[src/rtl/stream_downsampler_2x2_if.sv]
// Pixel stream handshake bundle for the 2x2 downsampler: input stream plus output stream.
interface stream_downsampler_2x2_if #(
  parameter int DATA_W = 8
) ();
  logic              in_valid;
  logic              in_ready;
  logic [DATA_W-1:0] in_data;
  logic              out_valid;
  logic              out_ready;
  logic [DATA_W-1:0] out_data;
  logic              out_last;

  modport master (
    output in_valid, in_data, out_ready,
    input  in_ready, out_valid, out_data, out_last
  );

  modport slave (
    input  in_valid, in_data, out_ready,
    output in_ready, out_valid, out_data, out_last
  );
endinterface

[src/rtl/stream_downsampler_2x2.sv]
// Streaming 2:1 x 2:1 downsampler (decimate / max / rounded average) using a half-width line buffer.
module stream_downsampler_2x2 #(
  parameter int DATA_W   = 8,
  parameter int MAX_COLS = 64,
  parameter int DIM_W    = 8
) (
  input  logic                  clk,
  input  logic                  rst_n,
  input  logic [DIM_W-1:0]      cfg_cols,
  input  logic [DIM_W-1:0]      cfg_rows,
  input  logic [1:0]            cfg_mode,
  stream_downsampler_2x2_if.slave strm,
  output logic                  frame_done
);

  typedef enum logic [1:0] {IDLE, EVEN, ODD} state_e;

  localparam int LB_DEPTH = MAX_COLS / 2;
  localparam int LB_AW    = (LB_DEPTH > 1) ? $clog2(LB_DEPTH) : 1;
  localparam logic [DIM_W-1:0] MAX_COLS_D = DIM_W'(MAX_COLS);
  localparam logic [DIM_W-1:0] ONE_D      = DIM_W'(1);
  localparam logic [DIM_W-1:0] TWO_D      = DIM_W'(2);

  state_e            state_q, state_d;
  logic [DIM_W-1:0]  col_q, col_d, row_q, row_d;
  logic [DIM_W-1:0]  cols_q, cols_d, rows_q, rows_d;
  logic [1:0]        mode_q, mode_d;
  logic [DATA_W-1:0] h_reg_q, h_reg_d;
  logic              out_valid_q, out_valid_d;
  logic [DATA_W-1:0] out_data_q, out_data_d;
  logic              out_last_q, out_last_d;
  logic              frame_done_q, frame_done_d;

  logic [DATA_W:0]   linebuf_q [LB_DEPTH];
  logic              lb_we;
  logic [LB_AW-1:0]  lb_idx;
  logic [DATA_W:0]   lb_wdata;

  logic              in_rdy, accept, first;
  logic [DIM_W-1:0]  cols_e, rows_e, col_e, row_e;
  logic [1:0]        mode_e;
  logic              degen, last_col, last_row, keep, blk_last;
  logic [DATA_W-1:0] px;
  logic [DATA_W:0]   h, lb, lb_max;
  logic [DATA_W+1:0] avg_sum;
  logic [DATA_W-1:0] result;

  always_comb begin
    in_rdy = !out_valid_q || strm.out_ready;
    accept = strm.in_valid && in_rdy;
    first  = (state_q == IDLE);

    // The first beat of a frame is processed with the live cfg and position (0,0).
    cols_e = first ? cfg_cols : cols_q;
    rows_e = first ? cfg_rows : rows_q;
    mode_e = first ? cfg_mode : mode_q;
    col_e  = first ? '0 : col_q;
    row_e  = first ? '0 : row_q;

    degen    = (cols_e < TWO_D) || (rows_e < TWO_D) || (cols_e > MAX_COLS_D);
    last_col = (col_e == cols_e - ONE_D) || (cols_e == '0);
    last_row = (row_e == rows_e - ONE_D) || (rows_e == '0);
    keep     = !degen && !(cols_e[0] && last_col) && !(rows_e[0] && last_row);
    blk_last = ((col_e >> 1) == ((cols_e >> 1) - ONE_D)) &&
               ((row_e >> 1) == ((rows_e >> 1) - ONE_D));

    px     = strm.in_data;
    lb_idx = LB_AW'(col_e >> 1);
    lb     = linebuf_q[lb_idx];

    case (mode_e)
      2'b01:   h = {1'b0, (h_reg_q > px) ? h_reg_q : px};
      2'b10:   h = {1'b0, h_reg_q} + {1'b0, px};
      default: h = {1'b0, h_reg_q};
    endcase

    avg_sum = {1'b0, lb} + {1'b0, h} + (DATA_W+2)'(2);
    lb_max  = (lb > h) ? lb : h;
    case (mode_e)
      2'b01:   result = DATA_W'(lb_max);
      2'b10:   result = DATA_W'(avg_sum >> 2);
      default: result = DATA_W'(lb);
    endcase
  end

  always_comb begin
    state_d      = state_q;
    col_d        = col_q;
    row_d        = row_q;
    cols_d       = cols_q;
    rows_d       = rows_q;
    mode_d       = mode_q;
    h_reg_d      = h_reg_q;
    lb_we        = 1'b0;
    lb_wdata     = h;
    out_valid_d  = out_valid_q && !strm.out_ready;
    out_data_d   = out_data_q;
    out_last_d   = out_last_q;
    frame_done_d = 1'b0;

    if (accept) begin
      if (first) begin
        cols_d = cfg_cols;
        rows_d = cfg_rows;
        mode_d = cfg_mode;
      end

      if (keep) begin
        if (!col_e[0]) begin
          h_reg_d = px;
        end else if (!row_e[0]) begin
          lb_we = 1'b1;
        end else begin
          out_valid_d = 1'b1;
          out_data_d  = result;
          out_last_d  = blk_last;
        end
      end

      if (last_col) begin
        col_d = '0;
        if (last_row) begin
          row_d        = '0;
          state_d      = IDLE;
          frame_done_d = 1'b1;
        end else begin
          row_d   = row_e + ONE_D;
          state_d = row_d[0] ? ODD : EVEN;
        end
      end else begin
        col_d   = col_e + ONE_D;
        row_d   = row_e;
        state_d = row_e[0] ? ODD : EVEN;
      end
    end
  end

  always_ff @(posedge clk or negedge rst_n) begin
    if (!rst_n) begin
      state_q      <= IDLE;
      col_q        <= '0;
      row_q        <= '0;
      cols_q       <= '0;
      rows_q       <= '0;
      mode_q       <= '0;
      h_reg_q      <= '0;
      out_valid_q  <= 1'b0;
      out_data_q   <= '0;
      out_last_q   <= 1'b0;
      frame_done_q <= 1'b0;
    end else begin
      state_q      <= state_d;
      col_q        <= col_d;
      row_q        <= row_d;
      cols_q       <= cols_d;
      rows_q       <= rows_d;
      mode_q       <= mode_d;
      h_reg_q      <= h_reg_d;
      out_valid_q  <= out_valid_d;
      out_data_q   <= out_data_d;
      out_last_q   <= out_last_d;
      frame_done_q <= frame_done_d;
    end
  end

  always_ff @(posedge clk) begin
    if (lb_we) linebuf_q[lb_idx] <= lb_wdata;
  end

  assign strm.in_ready  = in_rdy;
  assign strm.out_valid = out_valid_q;
  assign strm.out_data  = out_data_q;
  assign strm.out_last  = out_last_q;
  assign frame_done     = frame_done_q;

endmodule

[src/flat_wrapper.sv]
// flat-port wrapper written by rule: the top's interface ports become plain ports
module stream_downsampler_2x2_flat 
#(
  parameter int DATA_W   = 8,
  parameter int MAX_COLS = 64,
  parameter int DIM_W    = 8
)
  (clk, rst_n, cfg_cols, cfg_rows, cfg_mode, frame_done, strm_in_valid, strm_in_data, strm_out_ready, strm_in_ready, strm_out_valid, strm_out_data, strm_out_last);
  stream_downsampler_2x2_if #(.DATA_W(DATA_W)) strm_i ();
  input  logic clk;
  input  logic rst_n;
  input  logic [DIM_W-1:0] cfg_cols;
  input  logic [DIM_W-1:0] cfg_rows;
  input  logic [1:0] cfg_mode;
  output logic frame_done;
  input wire logic [$bits(strm_i.in_valid)-1:0] strm_in_valid;
  input wire logic [$bits(strm_i.in_data)-1:0] strm_in_data;
  input wire logic [$bits(strm_i.out_ready)-1:0] strm_out_ready;
  output wire logic [$bits(strm_i.in_ready)-1:0] strm_in_ready;
  output wire logic [$bits(strm_i.out_valid)-1:0] strm_out_valid;
  output wire logic [$bits(strm_i.out_data)-1:0] strm_out_data;
  output wire logic [$bits(strm_i.out_last)-1:0] strm_out_last;
  assign strm_i.in_valid = strm_in_valid;
  assign strm_i.in_data = strm_in_data;
  assign strm_i.out_ready = strm_out_ready;
  assign strm_in_ready = strm_i.in_ready;
  assign strm_out_valid = strm_i.out_valid;
  assign strm_out_data = strm_i.out_data;
  assign strm_out_last = strm_i.out_last;
  stream_downsampler_2x2 #(.DATA_W(DATA_W), .MAX_COLS(MAX_COLS), .DIM_W(DIM_W)) u_core (.clk(clk), .rst_n(rst_n), .cfg_cols(cfg_cols), .cfg_rows(cfg_rows), .cfg_mode(cfg_mode), .strm(strm_i), .frame_done(frame_done));
endmodule
[config.mk]
export PLATFORM = sky130hd
export DESIGN_NAME = stream_downsampler_2x2_flat
export DESIGN_NICKNAME = d
export VERILOG_FILES = /design/src/rtl/stream_downsampler_2x2_if.sv /design/src/rtl/stream_downsampler_2x2.sv /design/src/flat_wrapper.sv
export SDC_FILE = /design/constraint.sdc
export NUM_CORES = 1
export LEC_CHECK = 0
export ABC_CLOCK_PERIOD_IN_PS = 8600
export CORE_MARGIN = 2
export CORE_UTILIZATION = 60
export CTS_CLUSTER_DIAMETER = 50
export DETAILED_ROUTE_END_ITERATION = 8
export GPL_TIMING_DRIVEN = 0
export PLACE_DENSITY = 0.78
export SLEW_MARGIN = 20
export SYNTH_ARGS = -nofsm -noshare
export SYNTH_HDL_FRONTEND = slang
export SYNTH_SLANG_ARGS = --single-unit
[constraint.sdc]
create_clock -name clk -period 8.6 [get_ports clk]
set_input_delay 1.72 -clock clk [delete_from_list [all_inputs] [get_ports clk]]
set_output_delay 1.72 -clock clk [all_outputs]
set_load 0.01 [all_outputs]
Yosys cells after proc, flatten, opt, wreduce, memory -nomap -nowiden --
Memories as Yosys holds them, arrays and structs flattened. Index checks and enable logic that the tools add are counted.
Cells by class: $add $sub $neg 9, order comparisons 5, eq/ne operators 6, mux-type cells 29, bitwise operators 1, reduce and logical (&&, ||, !) cells 22
Operators with widths (number):
- $mux W8 | 9
- $pmux W9 S2 | 1
- $add A8 B1 Y8 const B | 2
- $eq A7 B8 Y1 | 2
- $eq A8 B8 Y1 | 2
- $logic_not A8 Y1 | 2
- $lt A8 B2 Y1 const B | 2
- $pmux W8 S2 | 1
- $sub A7 B1 Y8 const B | 2
- $sub A8 B1 Y8 const B | 2
- $mux W1 | 13
- $add A10 B2 Y10 const B | 1
- $add A9 B9 Y10 | 1
- $mux W2 | 5
- $add A8 B8 Y9 | 1
- $gt A9 B9 Y1 | 1
- $gt A8 B7 Y1 const B | 1
- $gt A8 B8 Y1 | 1
- $logic_and A1 B1 Y1 | 7
- $logic_not A1 Y1 | 5
- $logic_or A1 B1 Y1 | 5
- $reduce_and A4 Y1 | 1
- $reduce_and A3 Y1 | 1
- $eq A2 B1 Y1 const B | 1
- 3 further kinds | 3
Word-level totals: flip-flop bits (word level) 55, bits in writable memories 288, input port bits 30, memories kept 1
Memory list:
- u_core.linebuf_q | depth 32, bits a word 9, rd ports 1, clocked after memory_dff 0, write ports 1, line stream_downsampler_2x2.sv:34 | logic [DATA_W:0] linebuf_q [LB_DEPTH];

Logic depth before layout (Yosys ltp) --
depth after elaboration 13, depth in mapped cells 29, depth with buffers taken out 21

Worst setup path after synthesis --
No wires, ideal clock.
path type reg2reg, start register u_core.state_q[0], end register u_core.out_data_q[7], in the netlist u_core.strm.out_data[7], setup time 0.128 ns, data arrival time 6.270 ns, data required time 8.472 ns, slack 2.202 ns, cell stages (with the launch flop) 29, path buffers 8, period minus slack after synthesis 6.398 ns, cells stage by stage dfrtp_1 buf_6 nor2_2 clkbuf_1 buf_2 buf_2 buf_2 buf_2 buf_1 mux2i_1 inv_1 ha_1 clkbuf_1 nor2_1 a22o_1 a222oi_1 inv_1 ha_1 ha_1 a21o_1 a21oi_1 o21bai_1 a21oi_1 o21bai_1 a21oi_1 xnor2_1 a32oi_1 o311ai_0 mux2_1
RTL lines:
- start, declared | line stream_downsampler_2x2.sv:24 | state_e state_q, state_d;
- start signal, assigned | line stream_downsampler_2x2.sv:152 | state_q <= state_d;
- $logic_not A2 Y1 * | line stream_downsampler_2x2.sv:51 | first = (state_q == IDLE);
- $mux W2 * | line stream_downsampler_2x2.sv:56 | mode_e = first ? cfg_mode : mode_q;
- named net u_core.mode_e[1] | line stream_downsampler_2x2.sv:41 | logic [1:0] mode_e;
- $eq A2 B2 Y1 or $eq A2 B1 Y1 (tied branches) | line stream_downsampler_2x2.sv:71 | case (mode_e)
- $pmux W9 S2 * | line stream_downsampler_2x2.sv:71
- named net u_core.h[3] | line stream_downsampler_2x2.sv:44 | logic [DATA_W:0] h, lb, lb_max;
- $add A9 B9 Y10 or $gt A9 B9 Y1 (tied branches) | line stream_downsampler_2x2.sv:77, stream_downsampler_2x2.sv:78
- $add A10 B2 Y10 or $mux W8 (tied branches) | line stream_downsampler_2x2.sv:77, stream_downsampler_2x2.sv:78
- $pmux W8 S2 * | line stream_downsampler_2x2.sv:79 | case (mode_e)
- end signal, assigned | line stream_downsampler_2x2.sv:160 | out_data_q <= out_data_d;
- end, declared | line stream_downsampler_2x2.sv:30 | logic [DATA_W-1:0] out_data_q, out_data_d;
The timed path passes the listed nets; every way through them passes the cells marked *. A chain may end at the register's enable or synchronous reset.

Worst setup path after layout --
start register u_core.row_q[0], end register u_core.out_data_q[7], in the netlist u_core.strm.out_data[7]
Between the ends: cells in the longest elaborated chain, start to end 7
Ends and longest elaborated chain:
- start, declared | line stream_downsampler_2x2.sv:25 | logic [DIM_W-1:0] col_q, col_d, row_q, row_d;
- start signal, assigned | line stream_downsampler_2x2.sv:154 | row_q <= row_d;
- $mux W8 * | line stream_downsampler_2x2.sv:58 | row_e = first ? '0 : row_q;
- $eq A8 B8 Y1 | line stream_downsampler_2x2.sv:62 | last_row = (row_e == rows_e - ONE_D) || (rows_e == '0);
- $logic_or A1 B1 Y1 | line stream_downsampler_2x2.sv:62
- $logic_and A1 B1 Y1 | line stream_downsampler_2x2.sv:63 | keep = !degen && !(cols_e[0] && last_col) && !(rows_e[0] && last_row);
- $logic_not A1 Y1 | line stream_downsampler_2x2.sv:63
- $logic_and A1 B1 Y1 | line stream_downsampler_2x2.sv:63
- $reduce_and A4 Y1 (no line) *
Every way passes the cells marked *; elsewhere a longest branch is shown, timed or not.

==> run summary <==
first drt pass iteration count = 8
crit path launch type = register
Sw Share = 44.1%
syn nets = 1,504
synth warn = 0
Crit. End Element = register
Fin Clk Skew = 0.0266 ns
Power Internal = 0.00502 W
fin. max-slew vios = 0
Clk pwr share = 19.7%
Peak Freq = 0.124 GHz
Setup crit start = u_core.row_q[0]
sequential fraction of design power = 28.4%
worst vdd ir = 263 uV
asr flop ratio synth = 15.8%
Mapped Cells = 1,423
Worst-path clk slew = 0.06 ns
Final setup viols = 0
main flop type after synthesis = edfxtp_1
Routed Antenna Nets = 0
residual DRC count = 0
Final GP Congestion = 0.983
hold_ws = 0.486 ns
share of the synthesized area in the top cell type = 50.4%
Crit Path Max Fanout = 19
DR vias/cell = 6.87
Final period util = 93.9%
Cell Area, Synth = 17,200 sq um
CTS buffer count = 41
worst-margin pin slew = 1.22 ns
Fillers = 1,967
flops & latches, synth = 342
syn avg cell area = 12.1 sq um
Site Rows = 61
initial drt markers = 1,997
Post-synth EDFFs = 288
Min-Delay Endpoint = u_core.mode_q[0]
R2R setup slack = 0.52 ns
Hold Fails Final Rpt = 0
number of port buffers = 41
root buf cell = clkbuf_16
Yosys cell types = 90
Synth-to-Final Area Change = 13.9%
Setup WS post-layout = 0.523 ns
Crit path arrival time = 8.49 ns
critical path class = reg2reg
share of cells above drive strength 1 = 13.1%
wire per inst = 26.9 um
worst slack at placement = -0.185 ns
Top Ports = 42
count leader, synth = edfxtp_1
HP Class = reg2reg
Post-DP HPWL = 33.6 mm
Cell Area, Placed = 18,100 sq um
Hold Path Origin = u_core.mode_q[0]
synth top area cells = edfxtp_1, dfrtp_1, ha_1, nor2_1, a21oi_1
Global Route Usage Sum = 34.5%
CTS max path bufs = 3
post-synth top area cell = edfxtp_1
register area share after synthesis = 58.3%
worst r2r src = u_core.row_q[0]
Reg2Reg Depth = 27
chip height = 173 um
vias in the first global route = 12,900
sw power = 0.00396 W
clock sinks = 342
synth cell count leaders = edfxtp_1, nor2_1, a21oi_1
total gr overflow = 0
PwrDens = 459 nW/um^2
min cycle time layout = 8.08 ns
clk_lat worst skew = 0.55 ns
initial antenna violation count = 0
first-pass GRT wire length = 77.9 mm
status = finished clean
relative slew slack = 18.3%
Final Util = 69.8%
FF-to-FF End = u_core.strm.out_data[7]
Routed WL = 51.8 mm
leakage = 6.90 nW
CTS tree = done
WHS Path Cells = 2
fin area = 19,500 sq um
setup TNS = 0 ns
Logic pwr share = 51.8%
largest net degree at the start of global routing = 45
Critical Path RT = 9.01 ns
ant diodes = 0
die area = 30,000 sq um
Horiz. Die Dim = 173 um
final-stage net count = 1,597
RSZ-0062 raised after global routing = false
Starting Density = 61.3%
Max Cap Viol = 0
CTS H-tree depth = 2
core footprint = 28,000 sq um
total number of vias = 13,200
==> metrics by stage <==
step | total power (W) | instances
detailed placement | 0.00690 | 1843
floorplan | 0.00552 | 1423
finish | 0.00898 | 1925
global route | 0.00939 | 1925
CTS | 0.00877 | 1923
global placement | 0.00678 | 1842
==> power by group through the flow <==
stage	registers [W]	logic, W	clock network, W
floorplan	0.00254	0.00297	0
global placement	0.00258	0.00420	0
detailed placement	0.00259	0.00431	0
CTS	0.00255	0.00445	0.00177
global route	0.00257	0.00498	0.00184
finish	0.00255	0.00465	0.00177
==> registers in the layout, summed over array words and instances, names as in the netlist <==
name / count
u_core.strm.out_data: 8
u_core.cols_q: 8
u_core.state_q: 1
u_core.strm.out_last: 1
u_core.frame_done: 1
u_core.row_q: 8
u_core.rows_q: 8
u_core.linebuf_q: 288
u_core.mode_q: 2
u_core.strm.out_valid: 1
u_core.col_q: 8
u_core.h_reg_q: 8
==> repair_timing <==
action	4_1_cts	5_1_grt
pin swaps	2	1
cloned	2	1
hold buffers	0	0
endpoints found under the setup margin	5	6
buffers inserted	4	2
gates resized for setup	2	2
hold endpoints to repair	0	0
==> layer usage <==
metal  global-route usage [%]  share of wire, %
met5                        0                 0
met4                     19.7               7.0
met3                     8.60                12
met2                     53.4                45
met1                     44.6                36
==> worst max-delay path, stage by stage, from the launching register on <==
cell and delay (ns):
dfrtp_1 0.47, nor2_2 0.39, clkbuf_1 0.45, buf_2 0.38, buf_2 0.32, buf_2 0.39, buf_2 0.55, mux2i_1 0.34
inv_1 0.08, ha_1 0.29, clkbuf_1 0.38, nor2b_1 0.09, clkbuf_1 0.29, a222oi_1 0.38, buf_4 0.20, clkinvlp_4 0.36
ha_1 0.48, ha_1 0.36, a21o_1 0.18, a21oi_1 0.22, o21bai_1 0.09, a21oi_1 0.24, o21bai_1 0.09, a21oi_1 0.17
xnor2_1 0.10, a32oi_1 0.15, o311ai_0 0.14, mux2_1 0.33
==> cell type report <==
type,count,area [sq um],area share [%]
inverter,48,195,0.999
timing repair inverter,3,15.0,0.0768
sequential,342,10000,51.2
timing repair buffer,48,480,2.46
multi-input combinational,946,6620,33.9
buffer,86,388,1.98
clock inverter,25,300,1.54
tap,378,473,2.42
clock buffer,49,1080,5.51
==> worst max-delay path by stage <==
stage                                    to  depth (start not counted)
finish              u_core.strm.out_data[7]                         27
global route        u_core.strm.out_data[7]                         27
detailed placement  u_core.strm.out_data[7]                         27
CTS                 u_core.strm.out_data[7]                         26
floorplan           u_core.strm.out_data[7]                         28
global placement    u_core.strm.out_data[7]                         27
==> cell families (layout without fill, tap and decap cells) <==
kind of cell	after synthesis	after routing	synth area share (%)
simple gates	388	388	10.9
fa+ha+maj	51	51	3.80
compound gates	371	371	14.7
flops	342	342	58.3
buf+inv	135	259	3.33
mux	100	100	7.25
xor+xnor	36	36	1.84
==> cell usage in the layout, fill, tap and decap left out, types with 42 or more instances in the layout <==
cell type	instances
clkbuf_16	42
o21ai_0	75
clkbuf_1	44
a21oi_1	102
ha_1	49
nor2_1	141
dfrtp_1	54
edfxtp_1	288
nand2_1	83
Note: power is estimated with default switching activity, not from simulation.
